## config.mk

```make
export PLATFORM = sky130hd
export DESIGN_NAME = imem_loader
export DESIGN_NICKNAME = d
export VERILOG_FILES = /design/src/rtl/loader_pkg.sv /design/src/rtl/loader_word_asm.sv /design/src/rtl/imem_loader.sv
export SDC_FILE = /design/constraint.sdc
export NUM_CORES = 1
export LEC_CHECK = 0
export CORE_MARGIN = 4
export CORE_UTILIZATION = 56
export DETAILED_ROUTE_END_ITERATION = 8
export PLACE_DENSITY = 0.85
export SYNTH_ARGS = -nofsm -noshare
export SYNTH_HDL_FRONTEND = slang
export SYNTH_SLANG_ARGS = --single-unit
```

## constraint.sdc

```tcl
create_clock -name clk -period 3.85 [get_ports clk]
set_input_delay 0.5775 -clock clk [delete_from_list [all_inputs] [get_ports clk]]
set_output_delay 0.5775 -clock clk [all_outputs]
set_load 0.005 [all_outputs]
```

## src/rtl/loader_pkg.sv

```systemverilog
// Shared constants for the instruction-memory loader: FSM state encoding
// and the framing constants of the byte protocol.
package loader_pkg;

    localparam logic [2:0] ST_LEN   = 3'd0;
    localparam logic [2:0] ST_DATA  = 3'd1;
    localparam logic [2:0] ST_WRITE = 3'd2;
    localparam logic [2:0] ST_CSUM  = 3'd3;
    localparam logic [2:0] ST_DONE  = 3'd4;
    localparam logic [2:0] ST_ERR   = 3'd5;

    localparam int         HDR_BYTES  = 4;
    localparam int         WORD_BYTES = 4;
    localparam logic [7:0] CSUM_INIT  = 8'h00;

endpackage

```

## src/rtl/loader_word_asm.sv

```systemverilog
// Little-endian byte-to-word assembler: shifts bytes in from the top so that
// byte k of a group of four ends up in bits [8k+7:8k].
module loader_word_asm
    import loader_pkg::*;
(
    input  logic        clk,
    input  logic        rst,
    input  logic        byte_valid,
    input  logic [7:0]  byte_data,
    output logic [31:0] word,
    output logic [31:0] word_next,
    output logic [1:0]  byte_cnt,
    output logic        word_last
);

    logic [31:0] shreg;
    logic [1:0]  cnt;

    // word_next lets the caller see a completed word in the same cycle its
    // last byte is accepted (the header length check depends on this).
    assign word_next = {byte_data, shreg[31:8]};
    assign word_last = byte_valid && (cnt == 2'(WORD_BYTES - 1));
    assign word      = shreg;
    assign byte_cnt  = cnt;

    // NOTE: sequential state uses non-blocking assignments so every flop
    // samples the pre-edge values regardless of statement order.
    always_ff @(posedge clk) begin
        if (rst) begin
            shreg <= '0;
            cnt   <= '0;
        end else if (byte_valid) begin
            shreg <= word_next;
            cnt   <= cnt + 2'd1;
        end
    end

endmodule

```

## src/rtl/imem_loader.sv

```systemverilog
// Streams a length-prefixed, XOR-checksummed program from a byte source into
// BRAM port A and holds the core in reset until the image is verified.
module imem_loader
    import loader_pkg::*;
#(
    parameter int          MAX_WORDS      = 1024,
    parameter logic [31:0] BASE_ADDR      = 32'h0,
    parameter int          TIMEOUT_CYCLES = 1000000
) (
    input  logic        clk,
    input  logic        rst,
    input  logic        rx_valid,
    input  logic [7:0]  rx_data,
    output logic        rx_ready,
    output logic [3:0]  mem_we,
    output logic [31:0] mem_addr,
    output logic [31:0] mem_din,
    output logic        core_rst_n,
    output logic        done,
    output logic        err
);

    localparam int IDX_W = $clog2(MAX_WORDS + 1);
    localparam int TMO_W = $clog2(TIMEOUT_CYCLES + 1);

    logic [2:0]       state, state_next;
    logic [IDX_W-1:0] idx, idx_inc, n_words;
    logic [7:0]       csum;
    logic [TMO_W-1:0] tmo;
    logic             done_r, err_r, core_rst_n_r;

    logic        accept, asm_valid, word_last, tmo_en, tmo_hit;
    logic [31:0] word, word_next;
    logic [1:0]  byte_cnt;

    assign rx_ready  = (state != ST_WRITE);
    assign accept    = rx_valid && rx_ready;
    assign asm_valid = accept && ((state == ST_LEN) || (state == ST_DATA));
    assign idx_inc   = idx + IDX_W'(1);

    loader_word_asm u_word_asm (
        .clk        (clk),
        .rst        (rst),
        .byte_valid (asm_valid),
        .byte_data  (rx_data),
        .word       (word),
        .word_next  (word_next),
        .byte_cnt   (byte_cnt),
        .word_last  (word_last)
    );

    // The idle timer only runs while a load is actually in progress.
    assign tmo_en  = (state == ST_DATA) || (state == ST_CSUM) ||
                     ((state == ST_LEN) && (byte_cnt != 2'd0));
    assign tmo_hit = tmo_en && !accept && (tmo == TMO_W'(TIMEOUT_CYCLES - 1));

    // NOTE: state_next gets a default before the case so no path leaves it
    // unassigned, which would otherwise infer a latch.
    always_comb begin
        state_next = state;
        case (state)
            ST_LEN: begin
                if (word_last) begin
                    if ((word_next == '0) || (word_next > 32'(MAX_WORDS)))
                        state_next = ST_ERR;
                    else
                        state_next = ST_DATA;
                end
            end
            ST_DATA:  if (word_last) state_next = ST_WRITE;
            ST_WRITE: state_next = (idx_inc == n_words) ? ST_CSUM : ST_DATA;
            ST_CSUM: begin
                if (accept)
                    state_next = (rx_data == csum) ? ST_DONE : ST_ERR;
            end
            ST_DONE:  state_next = ST_DONE;
            ST_ERR:   state_next = ST_ERR;
            default:  state_next = ST_ERR;
        endcase
        if (tmo_hit)
            state_next = ST_ERR;
    end

    always_ff @(posedge clk) begin
        if (rst) begin
            state        <= ST_LEN;
            idx          <= '0;
            n_words      <= '0;
            csum         <= CSUM_INIT;
            tmo          <= '0;
            done_r       <= 1'b0;
            err_r        <= 1'b0;
            core_rst_n_r <= 1'b0;
        end else begin
            state        <= state_next;
            done_r       <= (state_next == ST_DONE);
            err_r        <= (state_next == ST_ERR);
            core_rst_n_r <= (state_next == ST_DONE);

            // Out-of-range lengths go straight to ERR, so truncation is harmless.
            if ((state == ST_LEN) && word_last)
                n_words <= word_next[IDX_W-1:0];
            if ((state == ST_DATA) && accept)
                csum <= csum ^ rx_data;
            if (state == ST_WRITE)
                idx <= idx_inc;

            if (accept)
                tmo <= '0;
            else if (tmo_en && (tmo != TMO_W'(TIMEOUT_CYCLES)))
                tmo <= tmo + TMO_W'(1);
        end
    end

    assign mem_we     = (state == ST_WRITE) ? 4'b1111 : 4'b0000;
    assign mem_addr   = BASE_ADDR + (32'(idx) << 2);
    assign mem_din    = word;
    assign done       = done_r;
    assign err        = err_r;
    assign core_rst_n = core_rst_n_r;

endmodule

```

==> impl_metrics.toml, run 1 <==
[timing]
fin_tns_setup_ns = 0
tightestPinTransition_ns = 0.8717
min_period_over_period_pct = 70.10
finalSetupViolations = 0
max_freq_mhz = 370.5
slew_headroom_pct = 41.54
finalMaxSlewViolations = 0
rsz0062_at_grt = "false"
hold_viol = 0
hold_ws_ns = 0.4595
clock_skew_ns = 0.01354
finalCriticalPeriod_ns = 2.699

[clock_network]
hold_buffers = 0
root_buffer = "clkbuf_8"
ctsResizeCount = 0
cts.sinks = 89
post-cts-setup-buffers = 0
cts_tree = "done"
cts_buffers = 9
cts_max_level = 3
clk_latency_ns = 0.36
cts_buffer_depth = 2
clkSlewWorstSetupHoldPaths_ns = 0.10

[die]
start_util_pct = 58.47
die-area_mm2 = 0.009162
core_mm2 = 0.007370
num_rows = 31
io_pins = 83
dieWidth_um = 95.72
die_h_um = 95.72

[logic_synthesis]
synthAdderAreaFrac_pct = 1.452
yosysMostFrequentCell = "nand2_1"
synth_mux_area_share_pct = 0.2613
synthXorXnorAreaFrac_pct = 11.38
async_flop_share_pct = 0
synth_top_family_by_area = "simple AND/OR/NAND/NOR gates"
synth_seq_cells = 89
synth_cell_types = 52
synth.largest_area_cell = "dfxtp_1"
netlist_area_mm2 = 0.004309
synth_edf_count = 0
syn_area_per_cell_um2 = 8.115
synth_commonest_cells = "113 x nand2_1, 89 x dfxtp_1, 54 x a21oi_1"
netlist_instances = 531
synth_ff_type = "dfxtp_1"
yosys.area_share.simple_pct = 26.28
yosys.area.top_type_share_pct = 41.35
synth_warnings = 0
yosysSeqAreaShare_pct = 41.35
synthTopCellsByArea = "dfxtp_1 41%, nand2_1 9.8%, a21oi_1 6.3%"
synth_compound_area_share_pct = 10.13

[worst_hold_path]
min_path_cells = 2
hp-class = "register to register"

[detailed_routing]
drt-total-wl_um = 9039
ant_nets = 0
drtPass1Iterations = 5
initialDrtViolationCount = 186
vias = 3609
vias_per_cell = 5.339
wire_per_inst_um = 13.37
route.detailed.drc = 0

[critical_path]
crit_path_max_fanout = 13
endpoint_kind = "output port"
ff2ff_path_depth = 6
worstPathRequired_ns = 3.27
path_class = "register to output port"
crit_arrival_ns = 2.12
startpoint_type = "register"

[global_routing]
grt_max_degree = 68
gr-usage-all-layers_pct = 20.32
grt_pass1_vias = 3438
grt_pass1_wl_um = 15050
overflow = 0
antenna_found_initial = 0

[placed_design]
dpl_cell_area_mm2 = 0.004806
dpl.hpwl_um = 6496
port_buffers = 61
gp_congestion = 0.9142

[cells_and_area]
post-route-util_pct = 67.69
syn_to_final_growth_pct = 15.77
fin_nets = 588
final_area_mm2 = 0.004989
drive_above_1_share_pct = 5.719
fillers = 607
n_antenna_cell = 0

[power_and_ir_drop]
power.density_mw_per_mm2 = 334.3
p_leak_nw = 1.727
irDropWorstVdd_v = 0.0002057

[status]
outcome = "completed"

[run]
max-cap-violations = 0
## flip-flops by register name, indices dropped and copies added, names as in the netlist
register	count
state	3
idx	11
u_word_asm.byte_cnt	2
csum	8
n_words	11
tmo	20
u_word_asm.word	32
core_rst_n	1
err	1
## worst max-delay path, stage by stage, from the launching register on
cell and delay, ns:
dfxtp_1 0.53, or3b_1 0.58, clkinv_8 0.15, clkdlybuf4s50_1 0.51
## cells in the final DEF, fill, tap and decap left out, drive strengths merged, types with 2 or more instances in the layout
| master | instances |
|---|---|
| xnor2 | 26 |
| and2 | 3 |
| a21oi | 54 |
| nand3 | 13 |
| nand4 | 14 |
| and4 | 2 |
| nor3 | 3 |
| a311oi | 2 |
| xor2 | 30 |
| nand2 | 113 |
| clkinvlp | 2 |
| conb | 21 |
| o21ai | 6 |
| or4b | 2 |
| nor2 | 50 |
| nor2b | 5 |
| or3b | 2 |
| nor4 | 10 |
| a22oi | 2 |
| and3 | 5 |
| or4 | 3 |
| buf | 4 |
| inv | 15 |
| or3 | 6 |
| nand3b | 3 |
| clkbuf | 9 |
| dfxtp | 89 |
| ha | 5 |
| clkdlybuf4s50 | 60 |
## report_power, final
group	switching (W)	total (W)	internal, W
Combinational	0.0000686	0.000119	0.0000501
Clock	0.000354	0.000600	0.000246
Sequential	0.0000158	0.000949	0.000933
Total	0.000438	0.00167	0.00123
## metrics by stage
stage          std cells  power, W  setup WS, ns
3_3_place_gp         660  0.001084         1.270
4_1_cts              676  0.001680         1.135
5_1_grt              676  0.001735         1.030
6_report             676  0.001668         1.151
2_1_floorplan        551  0.001053         1.945
3_5_place_dp         660  0.001088         1.204
## area by class of cell
type,instances,area [µm²],share of cell area [%]
inverters,11,53.80,1.079
clock inverters,7,58.81,1.179
clock buffers,9,123.9,2.483
flip-flops and latches,89,1782,35.72
multi-input cells,397,2218,44.47
well taps,99,123.9,2.483
repair buffers,64,628.1,12.59
## path summary, 6_finish.rpt
path / from / to / slack (ns)
max: state[1] / mem_we[2] / 1.15
min: u_word_asm.word[5] / u_word_asm.word[5] / 0.46
max reg2reg: state[1] / state[1] / 1.49
min reg2reg: u_word_asm.word[5] / u_word_asm.word[5] / 0.46
## kinds of logic after synthesis
logic type	Yosys count
and+or+nand+nor	238
DFF	89
AOI/OAI and AO/OA	76
buffers and inverters	65
xor gates and xnor gates	56
adders and majority gates	5
other	1
muxes	1
## per-layer routing
metal  global-route usage [%]  wire, µm  vias to the layer above
met3                    4.613       514                       12
met4                    7.820       133                        0
met2                    33.64      4343                      116
li1                         -         -                     1799
met1                    25.73      4047                     1682
met5                        0         0                        -
(Power assumes the default switching activity.)
==> run 2, diff against run 1 <==
CORE_UTILIZATION = 47   (was 56)
PLACE_DENSITY = 0.76   (was 0.85)
clock period = 2.3 ns   (was 3.85 ns; I/O delays follow)
==> run 2 against run 1 <==
  * Worst setup slack worse by 1.1 ns
  * Sequential power is 68% higher
  * Via count is 1.2% higher
  * Clock-buffer cell count is 1 higher
  * Clock skew is 0.0041 ns lower
  * Critical path depth stayed put
  * Combinational power is 73% higher
  * Sequential cell count stayed put
  * Global-route usage is 3.2 points lower
  * Clock power is 80% higher
==> impl_metrics.toml, run 2 (synthesis gave the netlist of run 1 again) <==
[placed_design]
dpl_cell_area_mm2 = 0.004930
dpl.hpwl_um = 6760
port_buffers = 61
gp_congestion = 0.8803

[critical_path]
path_class = "register to output port"
crit_path_max_fanout = 4
worstPathRequired_ns = 1.96
endpoint_kind = "output port"
crit_arrival_ns = 1.86
startpoint_type = "register"

[detailed_routing]
drt-total-wl_um = 9260
wire_per_inst_um = 13.25
drtPass1Iterations = 4
initialDrtViolationCount = 199
vias_per_cell = 5.223
ant_nets = 0
vias = 3651
route.detailed.drc = 0

[clock_network]
cts_max_level = 3
clkSlewWorstSetupHoldPaths_ns = 0.09
ctsResizeCount = 0
clk_latency_ns = 0.35
cts_buffer_depth = 2
root_buffer = "clkbuf_8"
post-cts-setup-buffers = 0
cts_buffers = 9
cts.sinks = 89
cts_tree = "done"
hold_buffers = 0

[timing]
finalSetupViolations = 0
slew_headroom_pct = 46.73
max_freq_mhz = 453.9
fin_tns_setup_ns = 0
tightestPinTransition_ns = 0.7942
min_period_over_period_pct = 95.78
finalMaxSlewViolations = 0
hold_viol = 0
rsz0062_at_grt = "false"
clock_skew_ns = 0.009412
finalCriticalPeriod_ns = 2.203

[die]
num_rows = 34
die-area_mm2 = 0.01076
io_pins = 83
start_util_pct = 48.93
die_h_um = 103.8
core_mm2 = 0.008806
dieWidth_um = 103.8

[cells_and_area]
n_antenna_cell = 0
final_common_cell = "nand2_1"
drive_above_1_share_pct = 7.953
fillers = 767
largest_reg_flops = 32
fin_nets = 603
final_area_mm2 = 0.005131
regArea_mm2 = 0.001782
syn_to_final_growth_pct = 19.08
final_cell_mix = "113 x nand2_1, 89 x dfxtp_1, 60 x clkdlybuf4s50_1"
multi_input_area_mm2 = 0.002218

[status]
outcome = "completed"

[power_and_ir_drop]
power.internal_w = 0.002184
p_seq_share_pct = 55.2
combPwrFrac_pct = 7.2
p_sw_share_pct = 24.01
p_sw_w = 0.0006903
p_leak_nw = 1.816
clockPowerShare_pct = 37.6
power.density_mw_per_mm2 = 560.2
irDropWorstVdd_v = 0.0003032

[global_routing]
antenna_found_initial = 0
gr-usage-all-layers_pct = 17.13
grt_pass1_wl_um = 15680
grt_max_degree = 52
overflow = 0
grt_pass1_vias = 3410

[run]
max-cap-violations = 0

[worst_hold_path]
hp-class = "input port to register"
## run 2: changes by cell type in the layout (fill, tap and decap cells not counted)
cell / delta
buf_4: +15
bufinv_16: +1
clkbuf_8: +1
clkinv_4: +2
clkinvlp_4: -1
inv_6: -4
## run 2: final cells by class
class	instances	area share [%]
multi-input combinational	397	43.23
sequential	89	34.72
timing repair buffer	79	14.44
clock buffer	10	2.682
tap	108	2.634
clock inverter	5	1.244
inverter	11	1.049
## run 2: through the flow
| step | power [W] | hold slack [ns] | setup WS (ns) | util, % | cells |
|---|---|---|---|---|---|
| finish | 0.002875 | 0.3624 | 0.09705 | 58.27 | 699 |
| global route | 0.002993 | 0.3554 | 0.02812 | 58.27 | 699 |
| CTS | 0.002906 | 0.3469 | 0.09737 | 58.27 | 699 |
| detailed placement | 0.001829 | 0.4505 | 0.06652 | 55.98 | 684 |
| global placement | 0.001826 | 0.4449 | 0.1810 | 55.98 | 684 |
| floorplan | 0.001762 | 0.4481 | 0.3952 | - | 551 |
## run 2: critical path, stage by stage (launching register included)
cell,delay [ns]
dfxtp_1,0.35
or3b_1,0.50
buf_4,0.21
clkdlybuf4s50_1,0.44
## run 2: worst paths after layout
path	start	to	slack, ns	depth (start not counted)
max	state[1]	rx_ready	0.1	3
min	rst	csum[7]	0.36	2
max reg2reg	idx[7]	state[1]	0.22	6
min reg2reg	u_word_asm.word[4]	u_word_asm.word[4]	0.46	2
## run 2: layer usage
layer | track usage, % | vias to the layer above | wire (µm)
met3 | 4.353 | 20 | 461
li1 | - | 1836 | -
met4 | 6.268 | 0 | 168
met5 | 0 | - | 0
met1 | 21.47 | 1697 | 4270
met2 | 28.50 | 98 | 4359
## run 2: power by group through the flow
stage	clock network, W	logic [W]	registers, W
global route	0.00117	0.000229	0.00159
detailed placement	0	0.000206	0.00162
floorplan	0	0.000144	0.00162
finish	0.00108	0.000206	0.00159
global placement	0	0.000203	0.00162
CTS	0.00111	0.000207	0.00159
==> run 3, diff against run 2 <==
CTS_CLUSTER_SIZE = 8   (was default)
==> results of run 3 <==
Same layout as run 2: the final DEF is identical, and so are final timing and power.
